[src/rtl/idex_pipe_reg.sv]
// ID/EX pipeline register: stall holds, flush inserts a bubble, invalid decode slots
// load with their control lines killed, and a saturating counter tracks inserted bubbles.
module idex_pipe_reg #(
  parameter int DATA_W     = 32,
  parameter int REG_ADDR_W = 5,
  parameter int ALUOP_W    = 5,
  parameter int CNT_W      = 16
) (
  input  logic                  Clk,
  input  logic                  Reset,
  input  logic                  ID_Stall,
  input  logic                  ID_Flush,
  input  logic                  ID_Valid,
  input  logic                  ID_RegWrite,
  input  logic                  ID_CondMov,
  input  logic                  ID_MemtoReg,
  input  logic                  ID_MemWrite,
  input  logic                  ID_MemRead,
  input  logic                  ID_RegDst,
  input  logic                  ID_ALUSrc1,
  input  logic                  ID_ALUSrc2,
  input  logic [ALUOP_W-1:0]    ID_ALUOp,
  input  logic [DATA_W-1:0]     ID_PCAddResult,
  input  logic [DATA_W-1:0]     ID_ReadData1,
  input  logic [DATA_W-1:0]     ID_ReadData2,
  input  logic [DATA_W-1:0]     ID_immExt,
  input  logic [DATA_W-1:0]     ID_sa,
  input  logic [REG_ADDR_W-1:0] ID_rs,
  input  logic [REG_ADDR_W-1:0] ID_rt,
  input  logic [REG_ADDR_W-1:0] ID_rd,
  output logic                  EX_Valid,
  output logic                  EX_RegWrite,
  output logic                  EX_CondMov,
  output logic                  EX_MemtoReg,
  output logic                  EX_MemWrite,
  output logic                  EX_MemRead,
  output logic                  EX_RegDst,
  output logic                  EX_ALUSrc1,
  output logic                  EX_ALUSrc2,
  output logic [ALUOP_W-1:0]    EX_ALUOp,
  output logic [DATA_W-1:0]     EX_PCAddResult,
  output logic [DATA_W-1:0]     EX_ReadData1,
  output logic [DATA_W-1:0]     EX_ReadData2,
  output logic [DATA_W-1:0]     EX_immExt,
  output logic [DATA_W-1:0]     EX_sa,
  output logic [REG_ADDR_W-1:0] EX_rs,
  output logic [REG_ADDR_W-1:0] EX_rt,
  output logic [REG_ADDR_W-1:0] EX_rd,
  output logic [CNT_W-1:0]      EX_BubbleCount
);

  localparam int CTRL_W = 8;

  function automatic logic [CNT_W-1:0] sat_inc(input logic [CNT_W-1:0] cnt);
    return (cnt == {CNT_W{1'b1}}) ? cnt : cnt + CNT_W'(1);
  endfunction

  logic [CTRL_W-1:0]     ctrl_in;
  logic                  vld_p1;
  logic [CTRL_W-1:0]     ctrl_p1;
  logic [ALUOP_W-1:0]    alu_op_p1;
  logic [DATA_W-1:0]     pc_add_p1;
  logic [DATA_W-1:0]     rd_data1_p1;
  logic [DATA_W-1:0]     rd_data2_p1;
  logic [DATA_W-1:0]     imm_ext_p1;
  logic [DATA_W-1:0]     sa_p1;
  logic [REG_ADDR_W-1:0] rs_p1;
  logic [REG_ADDR_W-1:0] rt_p1;
  logic [REG_ADDR_W-1:0] rd_p1;
  logic [CNT_W-1:0]      bubble_cnt_p1;

  assign ctrl_in = {ID_RegWrite, ID_CondMov, ID_MemtoReg, ID_MemWrite,
                    ID_MemRead, ID_RegDst, ID_ALUSrc1, ID_ALUSrc2};

  // ID -> EX stage boundary
  always_ff @(posedge Clk) begin
    if (Reset || ID_Flush) begin
      vld_p1        <= 1'b0;
      ctrl_p1       <= '0;
      alu_op_p1     <= '0;
      pc_add_p1     <= '0;
      rd_data1_p1   <= '0;
      rd_data2_p1   <= '0;
      imm_ext_p1    <= '0;
      sa_p1         <= '0;
      rs_p1         <= '0;
      rt_p1         <= '0;
      rd_p1         <= '0;
      bubble_cnt_p1 <= Reset ? '0 : sat_inc(bubble_cnt_p1);
    end else if (!ID_Stall) begin
      vld_p1        <= ID_Valid;
      // an invalid slot must never write registers or touch memory
      ctrl_p1       <= ID_Valid ? ctrl_in : '0;
      alu_op_p1     <= ID_ALUOp;
      pc_add_p1     <= ID_PCAddResult;
      rd_data1_p1   <= ID_ReadData1;
      rd_data2_p1   <= ID_ReadData2;
      imm_ext_p1    <= ID_immExt;
      sa_p1         <= ID_sa;
      rs_p1         <= ID_rs;
      rt_p1         <= ID_rt;
      rd_p1         <= ID_rd;
      if (!ID_Valid)
        bubble_cnt_p1 <= sat_inc(bubble_cnt_p1);
    end
  end

  assign EX_Valid = vld_p1;
  assign {EX_RegWrite, EX_CondMov, EX_MemtoReg, EX_MemWrite,
          EX_MemRead, EX_RegDst, EX_ALUSrc1, EX_ALUSrc2} = ctrl_p1;
  assign EX_ALUOp       = alu_op_p1;
  assign EX_PCAddResult = pc_add_p1;
  assign EX_ReadData1   = rd_data1_p1;
  assign EX_ReadData2   = rd_data2_p1;
  assign EX_immExt      = imm_ext_p1;
  assign EX_sa          = sa_p1;
  assign EX_rs          = rs_p1;
  assign EX_rt          = rt_p1;
  assign EX_rd          = rd_p1;
  assign EX_BubbleCount = bubble_cnt_p1;

endmodule

[config.mk]
export PLATFORM = sky130hd
export DESIGN_NAME = idex_pipe_reg
export DESIGN_NICKNAME = d
export VERILOG_FILES = /design/src/rtl/idex_pipe_reg.sv
export SDC_FILE = /design/constraint.sdc
export NUM_CORES = 1
export LEC_CHECK = 0
export BUFFER_PORTS_ARGS = -buffer_cell sky130_fd_sc_hd__buf_2
export CORE_AREA = 2 2 155 157
export CTS_BUF_LIST = sky130_fd_sc_hd__clkbuf_4 sky130_fd_sc_hd__clkbuf_8
export CTS_CLUSTER_DIAMETER = 80
export DETAILED_ROUTE_END_ITERATION = 8
export DIE_AREA = 0 0 157 159
export GPL_ROUTABILITY_DRIVEN = 0
export PLACE_DENSITY = 0.7
export SLEW_MARGIN = 20
export SYNTH_ARGS = -nofsm -noshare
export SYNTH_HDL_FRONTEND = slang
export SYNTH_SLANG_ARGS = --single-unit
[constraint.sdc]
create_clock -name Clk -period 2.22 [get_ports Clk]
set_input_delay 0.555 -clock Clk [delete_from_list [all_inputs] [get_ports Clk]]
set_output_delay 0.555 -clock Clk [all_outputs]
set_load 0.05 [all_outputs]
# Word level (Yosys, flattened, before mapping)
# Index checks and enable logic that the tools add are counted.
# op_classes
add_sub_neg	1
eq_ne	3
muxes	6
reduce_logical	2
# ops
operator	n
16-bit two-way mux	5
16-bit by 1-bit adder with 16-bit output (second input constant)	1
16-bit equality test (second input constant)	1
8-bit two-way mux	1
2-bit by 1-bit inequality test with 1-bit output (second input constant)	2
2-bit AND reduction	1
1-bit logical OR	1
# totals
register_bits	205
inputBits	193
out_inout_bits	205
elab_cells	24

# Longest topological paths before layout
# Gate-level depths: netlist of run 1.
# depth
word_depth	5
ltp_mapped	5

# Least setup slack after synthesis of run 1
# Ideal clock, no wire load.
# synth_path
path_type	in2reg
start	input port ID_Stall
end	register bubble_cnt_p1[0] (netlist: EX_BubbleCount[0]), enable pin
setup_ps	394
arrival_ps	1765
path_slack_ps	61
stages	3
path_buffers	2
cell_sequence	buf_2 buf_2 o21bai_1
# synth_via
elab_chain_cells	2
# synth_lines
element	line_no	rtl
start, declared	11	input logic ID_Stall,
2-bit by 1-bit inequality test with 1-bit output (no source line)	-	
2-bit AND reduction (no source line)	-	
end signal, assigned	89	bubble_cnt_p1 <= Reset ? '0 : sat_inc(bubble_cnt_p1);
end signal, assigned	104	bubble_cnt_p1 <= sat_inc(bubble_cnt_p1);
end, declared	70	logic [CNT_W-1:0] bubble_cnt_p1;
# No other way between the ends.
# A chain may end at the register's enable or synchronous reset.

# Worst setup path after layout of run 1
# layout_path
start	register bubble_cnt_p1[0] (netlist: EX_BubbleCount[0])
end	register bubble_cnt_p1[6] (netlist: EX_BubbleCount[6]), data pin
# layout_via
elab_chain_cells	5
word_cells_on_any_way	7
cone_classes	add/sub (1); eq/ne (1); mux (5)
# layout_lines
element	line_no	rtl
16-bit by 1-bit adder with 16-bit output / 16-bit equality test (equally long branches)	-	
16-bit two-way mux *	55	return (cnt == {CNT_W{1'b1}}) ? cnt : cnt + CNT_W'(1);
16-bit two-way mux	103	if (!ID_Valid)
16-bit two-way mux	90	end else if (!ID_Stall) begin
16-bit two-way mux *	77	if (Reset || ID_Flush) begin
# Mark *: on every way between the ends. The rest lies on a longest branch, timed or not. The select of a mux whose other input is x is not followed.

==> flow_summary.rst, run 1 <==
.. list-table::
   :header-rows: 1

   * - Metric
     - Value
   * - Result of the run
     - completed
   * - F_max
     - 528 MHz
   * - 1st-iter DRT viols
     - 244
   * - Max Transition Viols Final
     - 0
   * - Type of the worst setup path
     - register to register
   * - Met3 routing resource usage after global routing
     - 0.0525
   * - Worst path required time
     - ~2.6 ns
   * - Total Die Area
     - 25000 µm²
   * - GRT Max-Usage Layer
     - met2
   * - Count of warnings emitted by yosys
     - 0
   * - Antenna Diode Count
     - 0
   * - Placeable Area
     - 23200 µm²
   * - Count of filler cells inserted in the layout
     - 2272
   * - Reg-to-reg critical path startpoint
     - EX_BubbleCount[0]$_DFFE_PP_
   * - End point of the critical path
     - EX_BubbleCount[6]$_DFFE_PP_
   * - Max rail drop VDD
     - about 470 µV
   * - Met1 usage
     - 0.175
   * - CTS tree
     - yes
   * - Leakage power
     - 0.00556 µW
   * - Unique cell type count in the Yosys netlist
     - 41
   * - Vertical die dimension
     - around 160 µm
   * - Synthesized area divided by synthesized cell count
     - approximately 11 µm²
   * - Data arrival time of the critical path
     - 2.24 ns
   * - Post-DR wirelength/cell
     - 14.5 µm
   * - Die W
     - about 160 µm
   * - Netlist area before placement
     - 7610 µm²
   * - Seq. cell area
     - 4260 µm²
   * - Worst slew slack as a fraction of its limit
     - 0.572
   * - Worst-margin pin slew
     - 0.641 ns
   * - Total negative slack
     - 0 ns
   * - First-pass GRT wire length
     - 32.8 mm
   * - Final setup skew
     - ~0.0035 ns
   * - Synthesized net count
     - 905
   * - Residual DRC count
     - 0
   * - Length of the first detailed-routing pass in iterations
     - 6
   * - Max-capacitance violation count
     - 0
   * - Num CTS Buffers
     - 37
   * - Clock insertion delay at the later pin of the skew report
     - 0.50 ns
   * - Remaining global-route overflow
     - 0
   * - Sort of element at the end of the critical path
     - register
   * - Min Tclk post-route
     - approximately 1.9 ns
   * - Flip-flop and latch count after synthesis
     - 205
   * - Clock Sinks
     - 205
   * - Number of instances resized during post-cts repair
     - 0
   * - Critical register-to-register path endpoint
     - EX_BubbleCount[6]$_DFFE_PP_
   * - Critical path startpoint category
     - register
   * - Antenna Nets Post-Route
     - 0
   * - Initial antenna violation count
     - 0
   * - Final cycle utilization of the critical path
     - 0.853
   * - DRT Wirelength
     - 21.2 mm
   * - Post-synthesis cell count
     - 711
   * - Largest net degree at the start of global routing
     - 84
   * - Origin of the worst setup path
     - EX_BubbleCount[0]$_DFFE_PP_
   * - Setup fix buffers added after clock tree synthesis
     - 0
   * - Area added between synthesis and finish
     - 41.3%
   * - Met2 Resource Use GR
     - 0.285
   * - Number of vias per cell after detailed routing
     - 4.51
   * - Worst R2R Setup Slack
     - between 0.3 and 0.4 ns
   * - Multi-input combinational cell area
     - between 3000 and 4000 µm²
   * - Worst hold path type
     - primary input to register
   * - Number of global-route vias before repair
     - around 6600
   * - Total via count after detailed routing
     - 6601
   * - Longest Clk Path Bufs
     - 3
   * - Setup-failing EPs final
     - 0
   * - Count of hold-fix buffers inserted at cts
     - 0
   * - Std cell rows
     - between 50 and 60
   * - Fraction of layout cells with a size suffix above 1
     - 0.433
   * - Detailed-placement wirelength estimate
     - 15.6 mm
   * - Nets
     - 1315
   * - Post-CTS clock slew at the launch and capture registers of the worst setup and hold paths
     - about 0.060 ns
   * - Number of enable flip-flop cells after synthesis
     - 16
   * - Fin Hold WS
     - 0.279 ns
   * - Effective utilization at floorplan
     - 0.328
   * - Leading register cell type out of synthesis
     - dfxtp_1
   * - Total count of hold-check failures in the final report
     - 0
   * - Highest fanout seen on the critical path
     - 7
   * - Global-route total usage across every layer
     - 0.161
   * - Boundary pin count
     - 398
   * - Root Buffer
     - clkbuf_8
   * - Total power density per cell area
     - 823 nW/µm²
   * - Unrepaired setup endpoints after global routing
     - false
   * - Register-to-Register Path Depth
     - 5
   * - Ys async rst share
     - 0
   * - Input/output buffers
     - 397
   * - CTS H-tree lvls
     - 2
   * - Share of the yosys chip area belonging to registers
     - 0.561
## Yosys cell counts (4+ instances only)
cell,count,area share
nor2_1,195,0.096
dfxtp_1,189,0.50
mux2i_1,181,0.24
buf_2,30,0.020
edfxtp_1,16,0.063
clkbuf_1,12,0.0059
nor3_1,9,0.0059
a22oi_1,8,0.0079
a21oi_1,7,0.0046
a31oi_1,6,0.0049
nand2_1,4,0.0020
nand3_1,4,0.0026
nand4_1,4,0.0033
nor2b_1,4,0.0033
o21bai_1,4,0.0039
## registers in the layout, indices dropped and copies added, names as in the netlist
name	cells
EX_BubbleCount	16
EX_Valid	1
EX_rs	5
EX_immExt	32
EX_rd	5
EX_rt	5
EX_ALUOp	5
EX_PCAddResult	32
EX_ReadData2	32
ctrl_p1	8
EX_ReadData1	32
EX_sa	32
## placed cells by master, fill, tap and decap left out, drive strengths merged, types with 3 or more instances in the layout
master  instances
a21oi           7
nor2b           4
mux2i         181
a22oi           8
o21ai           3
a31oi           6
nor2          195
nor3           11
nand3           7
edfxtp         16
clkbuf         59
nand4           5
buf           417
or2             3
o21bai          4
dfxtp         189
nor4            4
nand2           5
## layer usage
| layer | share of wire | routed length (µm) | up-vias |
|---|---|---|---|
| met3 | 0.086 | 1820 | 54 |
| met1 | 0.38 | 8130 | 3041 |
| met4 | 0.034 | 725 | 0 |
| met5 | 0 | 0 | - |
| li1 | - | - | 3239 |
| met2 | 0.50 | 10500 | 267 |
## how the worst min path moves through the flow
stage	start	endpoint	depth (start not counted)
floorplan	EX_Valid$_SDFFE_PN0N_	EX_Valid$_SDFFE_PN0N_	2
global placement	EX_Valid$_SDFFE_PN0N_	EX_Valid$_SDFFE_PN0N_	2
detailed placement	EX_Valid$_SDFFE_PN0N_	EX_Valid$_SDFFE_PN0N_	2
CTS	ID_sa[18]	EX_sa[18]$_SDFFE_PN0N_	3
global route	ID_immExt[14]	EX_immExt[14]$_SDFFE_PN0N_	3
finish	ID_ReadData2[28]	EX_ReadData2[28]$_SDFFE_PN0N_	3
## report_power, final
part           switching, µW  leakage [µW]  internal [µW]
combinational            862       0.00344            437
sequential               104       0.00172           3870
clock                   1480      0.000401           2090
total                   2450       0.00556           6400
## critical path, cell delays in order (launching register included)
cell	delay (ns)
edfxtp_1	0.46
ha_1	0.29
nand3_4	0.13
nor4_4	0.45
nand4_2	0.17
a211oi_2	0.24
## through the flow
stage	area [µm²]	power, µW	instances	utilization	worst slack [ns]
2_1_floorplan	7610	4940	711	-	0.0614
3_5_place_dp	9990	5360	1401	0.431	0.315
3_3_place_gp	9990	5340	1401	0.431	0.436
5_1_grt	10700	9250	1463	0.463	0.148
4_1_cts	10700	8980	1463	0.463	0.287
6_report	10700	8850	1463	0.463	0.327
## final cells by class
type                            count  area share
Tap cell                          319      0.0371
Multi-Input combinational cell    458       0.291
Timing Repair Buffer              417       0.204
Clock buffer                       59      0.0686
Clock inverter                      3     0.00163
Sequential cell                   205       0.397
Inverter                            2    0.000699
## cell families (layout without fill, tap and decap cells)
| group | count (synthesis) | count (layout) | share of synthesized area |
|---|---|---|---|
| simple gates | 241 | 241 | 0.138 |
| flops | 205 | 205 | 0.561 |
| mux | 183 | 183 | 0.241 |
| buf+inv | 48 | 481 | 0.0291 |
| compound gates | 32 | 32 | 0.0286 |
| fa+ha+maj | 1 | 1 | 0.00164 |
| xor+xnor | 1 | 1 | 0.00115 |
No activity file was read; power rests on OpenSTA's default activity.
==> inputs of run 2 (changes only) <==
Settings changed: CORE_AREA 2 2 155 157 to 2 2 157 159, CTS_BUF_LIST sky130_fd_sc_hd__clkbuf_4 sky130_fd_sc_hd__clkbuf_8 to sky130_fd_sc_hd__clkbuf_8 sky130_fd_sc_hd__clkbuf_16, DIE_AREA 0 0 157 159 to 0 0 159 161, PLACE_DENSITY 0.7 to 0.69.
==> run 2 against run 1 <==
  * Non-clock buffer count decreased by 5
  * Sequential share of layout area rose by 0.13 points
  * Utilization fell by 1.6 points
  * Global-route usage fell by 0.65 points
  * First-iteration DRC count up 50%
  * Register-to-register slack about the same
  * Setup slack better by 0.010 ns
  * Largest power group unchanged
==> flow_summary.rst, run 2 (synthesized netlist as in run 1, its figures left out) <==
.. list-table::
   :header-rows: 1

   * - Metric
     - Value
   * - Initial antenna violation count
     - 0 (unchanged)
   * - WL met2
     - 10.2 mm (-3.1%)
   * - Total power density per cell area
     - 840 nW/µm² (+2.0%)
   * - Final cycle utilization of the critical path
     - 0.848 (-0.00454)
   * - Antenna Nets Post-Route
     - 0 (unchanged)
   * - Result of the run
     - completed
   * - Placeable Area
     - 24000 µm² (+3.3%)
   * - Highest fanout seen on the critical path
     - 8 (+1)
   * - Clock insertion delay at the later pin of the skew report
     - 0.50 ns (about the same)
   * - Data arrival time of the critical path
     - 1.33 ns (-0.91 ns)
   * - Amount of wire on met3 after detailed routing
     - 1.62 mm (-11%)
   * - Post-CTS clock slew at the launch and capture registers of the worst setup and hold paths
     - 0.06 ns (about the same)
   * - Origin of the worst min-delay path
     - ID_ReadData2[4]
   * - Register-to-Register Path Depth
     - 5 (unchanged)
   * - Number of global-route vias before repair
     - 6482 (-1.3%)
   * - Reg-to-reg critical path startpoint
     - EX_BubbleCount[0]$_DFFE_PP_
   * - Cell chain of the critical path
     - buf_4 > buf_2
   * - Detailed-placement wirelength estimate
     - 15.2 mm (-2.5%)
   * - CTS tree
     - yes
   * - Longest Clk Path Bufs
     - 3 (unchanged)
   * - Post-route design area
     - 10700 µm² (-0.31%)
   * - Worst slew slack as a fraction of its limit
     - 0.588 (+0.0163)
   * - Total via count after detailed routing
     - 6488 (-1.7%)
   * - First-pass GRT wire length
     - 33.0 mm (+0.53%)
   * - Global-route total usage across every layer
     - 0.155 (-0.00654)
   * - Post-Place Cell Area
     - 9960 µm² (-0.31%)
   * - Cell at the slowest stage of the critical path
     - edfxtp_1
   * - Metal1 wirelength
     - 8.58 mm (+5.5%)
   * - Largest net degree at the start of global routing
     - 101 (+20%)
   * - End of the worst hold path
     - EX_ReadData2[4]$_SDFFE_PN0N_
   * - DRT Wirelength
     - 21.1 mm (-0.67%)
   * - Uppermost signal routing layer after detailed routing
     - met4
   * - Max Transition Viols Final
     - 0 (unchanged)
   * - Critical path buffers and inverters
     - 2 (+2)
   * - Boundary pin count
     - 398 (unchanged)
   * - Worst-margin pin slew
     - 0.616 ns (-0.0244 ns)
   * - Fraction of layout cells with a size suffix above 1
     - 0.416 (-0.0171)
   * - Relative contribution of sequential cells to total power
     - 0.442 (-0.008)
   * - Most common cell after layout, fill and taps aside
     - buf_2
   * - Input/output buffers
     - 397 (unchanged)
   * - F_max
     - 531 MHz (+0.54%)
   * - Cell count along the critical path
     - 2 (-3)
   * - Residual DRC count
     - 0 (unchanged)
   * - Final setup skew
     - 0.00606 ns (+0.00257 ns)
   * - Reported net switching power
     - 2480 µW (+1.3%)
   * - Std cell rows
     - 57 (+1.8%)
   * - Min Tclk post-route
     - 1.88 ns (-0.0101 ns)
   * - Top library cells by usage in the layout, fill and taps aside
     - buf_2, nor2_1, dfxtp_1
   * - Total Die Area
     - 25600 µm² (+2.5%)
   * - Area added between synthesis and finish
     - 40.8%
   * - Kind of cell adding the most delay to the critical path
     - buffers and inverters
   * - Antenna Diode Count
     - 0 (unchanged)
   * - Setup-failing EPs final
     - 0 (unchanged)
   * - Max rail drop VDD
     - 432 µV (-8.4%)
   * - Type of the worst setup path
     - register to output pin
   * - Comb power frac
     - 0.144 (-0.003)
   * - Post-DR wirelength/cell
     - 14.6 µm (+0.71%)
   * - CP peak stage delay
     - 0.37 ns (-0.09 ns)
   * - Sw frac
     - 0.276 (-0.000879)
   * - Clock Sinks
     - 205 (unchanged)
   * - Worst path required time
     - 1.66 ns (-0.90 ns)
   * - Unrepaired setup endpoints after global routing
     - false
   * - Effective utilization at floorplan
     - 0.317 (-0.0105)
   * - Number of instances resized during post-cts repair
     - 0 (unchanged)
   * - Count of hold-fix buffers inserted at cts
     - 0 (unchanged)
   * - Length of the first detailed-routing pass in iterations
     - 4 (-2)
   * - Root Buffer
     - clkbuf_16
   * - Remaining global-route overflow
     - 0 (unchanged)
   * - Hold depth
     - 3 (unchanged)
   * - Number of vias per cell after detailed routing
     - 4.50 (-0.35%)
   * - Nets
     - 1296 (-1.4%)
   * - Internal power contribution
     - 6510 µW (+1.8%)
   * - Setup fix buffers added after clock tree synthesis
     - 0 (unchanged)
   * - Total count of hold-check failures in the final report
     - 0 (unchanged)
   * - Critical path startpoint category
     - register
   * - Worst R2R Setup Slack
     - 0.34 ns (about the same)
   * - Max-capacitance violation count
     - 0 (unchanged)
   * - Leakage power
     - 0.00553 µW (-0.58%)
   * - Die W
     - 159 µm (+1.3%)
   * - Sort of element at the end of the critical path
     - output pin
   * - Critical register-to-register path endpoint
     - EX_BubbleCount[6]$_DFFE_PP_
   * - Part of the power in the clock network
     - 0.414 (+0.010)
   * - Num CTS Buffers
     - 23 (-38%)
   * - CTS H-tree lvls
     - 1 (-1)
   * - Worst hold path type
     - primary input to register
   * - 1st-iter DRT viols
     - 367 (+50%)
   * - Vertical die dimension
     - 161 µm (+1.3%)
   * - Total negative slack
     - 0 ns (unchanged)
run 2: cell types whose count changed in the layout (fill, tap and decap cells not counted):
cell / previous run / this run
clkbuf_8: 47 / 6
inv_6: 0 / 1
buf_4: 16 / 11
clkbuf_4: 12 / 0
clkinv_4: 0 / 1
inv_1: 2 / 7
clkinv_2: 2 / 4
clkbuf_16: 0 / 23
bufinv_16: 0 / 1
run 2: how the worst max path moves through the flow:
stage / startpoint / end
6_report: EX_BubbleCount[2]$_DFFE_PP_ / EX_BubbleCount[2]
3_5_place_dp: EX_BubbleCount[0]$_DFFE_PP_ / EX_BubbleCount[6]$_DFFE_PP_
3_3_place_gp: EX_BubbleCount[0]$_DFFE_PP_ / EX_BubbleCount[6]$_DFFE_PP_
5_1_grt: EX_BubbleCount[0]$_DFFE_PP_ / EX_BubbleCount[14]$_DFFE_PP_
4_1_cts: EX_BubbleCount[7]$_DFFE_PP_ / EX_BubbleCount[7]
2_1_floorplan: ID_Stall / EX_BubbleCount[0]$_DFFE_PP_
run 2: area by class of cell:
class	count	area (µm²)
multi-input combinational	458	3120
tap	324	405
sequential	205	4260
clock buffer	29	658
clock inverter	13	93.8
timing repair buffer	412	2160
inverter	2	7.51
fill	2337	13300
run 2: per-layer routing:
metal  up-vias  track usage
li1       3204            -
met1      2976        0.184
met2       255        0.269
met3        53       0.0416
met4         0       0.0583
met5         -            0
run 2: power groups by stage:
stage / clock network (µW) / registers (µW) / logic [µW]
3_5_place_dp: 0 / 4050 / 1290
4_1_cts: 3820 / 3970 / 1300
6_report: 3730 / 3970 / 1290
2_1_floorplan: 0 / 4520 / 415
5_1_grt: 3990 / 3990 / 1370
3_3_place_gp: 0 / 4040 / 1280
run 2: worst reg2reg max path, stage by stage (launching register included):
cell	delay (ns)
edfxtp_1	0.47
ha_1	0.29
nand3_4	0.13
nor4_4	0.43
nand4_2	0.17
a211oi_2	0.23
run 2: per-stage QoR:
step	total power [µW]	instances	utilization	setup WS (ns)	hold slack [ns]
2_1_floorplan	4940	711	-	0.0614	0.668
3_3_place_gp	5330	1401	0.416	0.438	0.437
3_5_place_dp	5350	1401	0.416	0.359	0.443
4_1_cts	9090	1443	0.447	0.322	0.254
5_1_grt	9350	1443	0.447	0.202	0.271
6_report	8990	1443	0.447	0.337	0.274
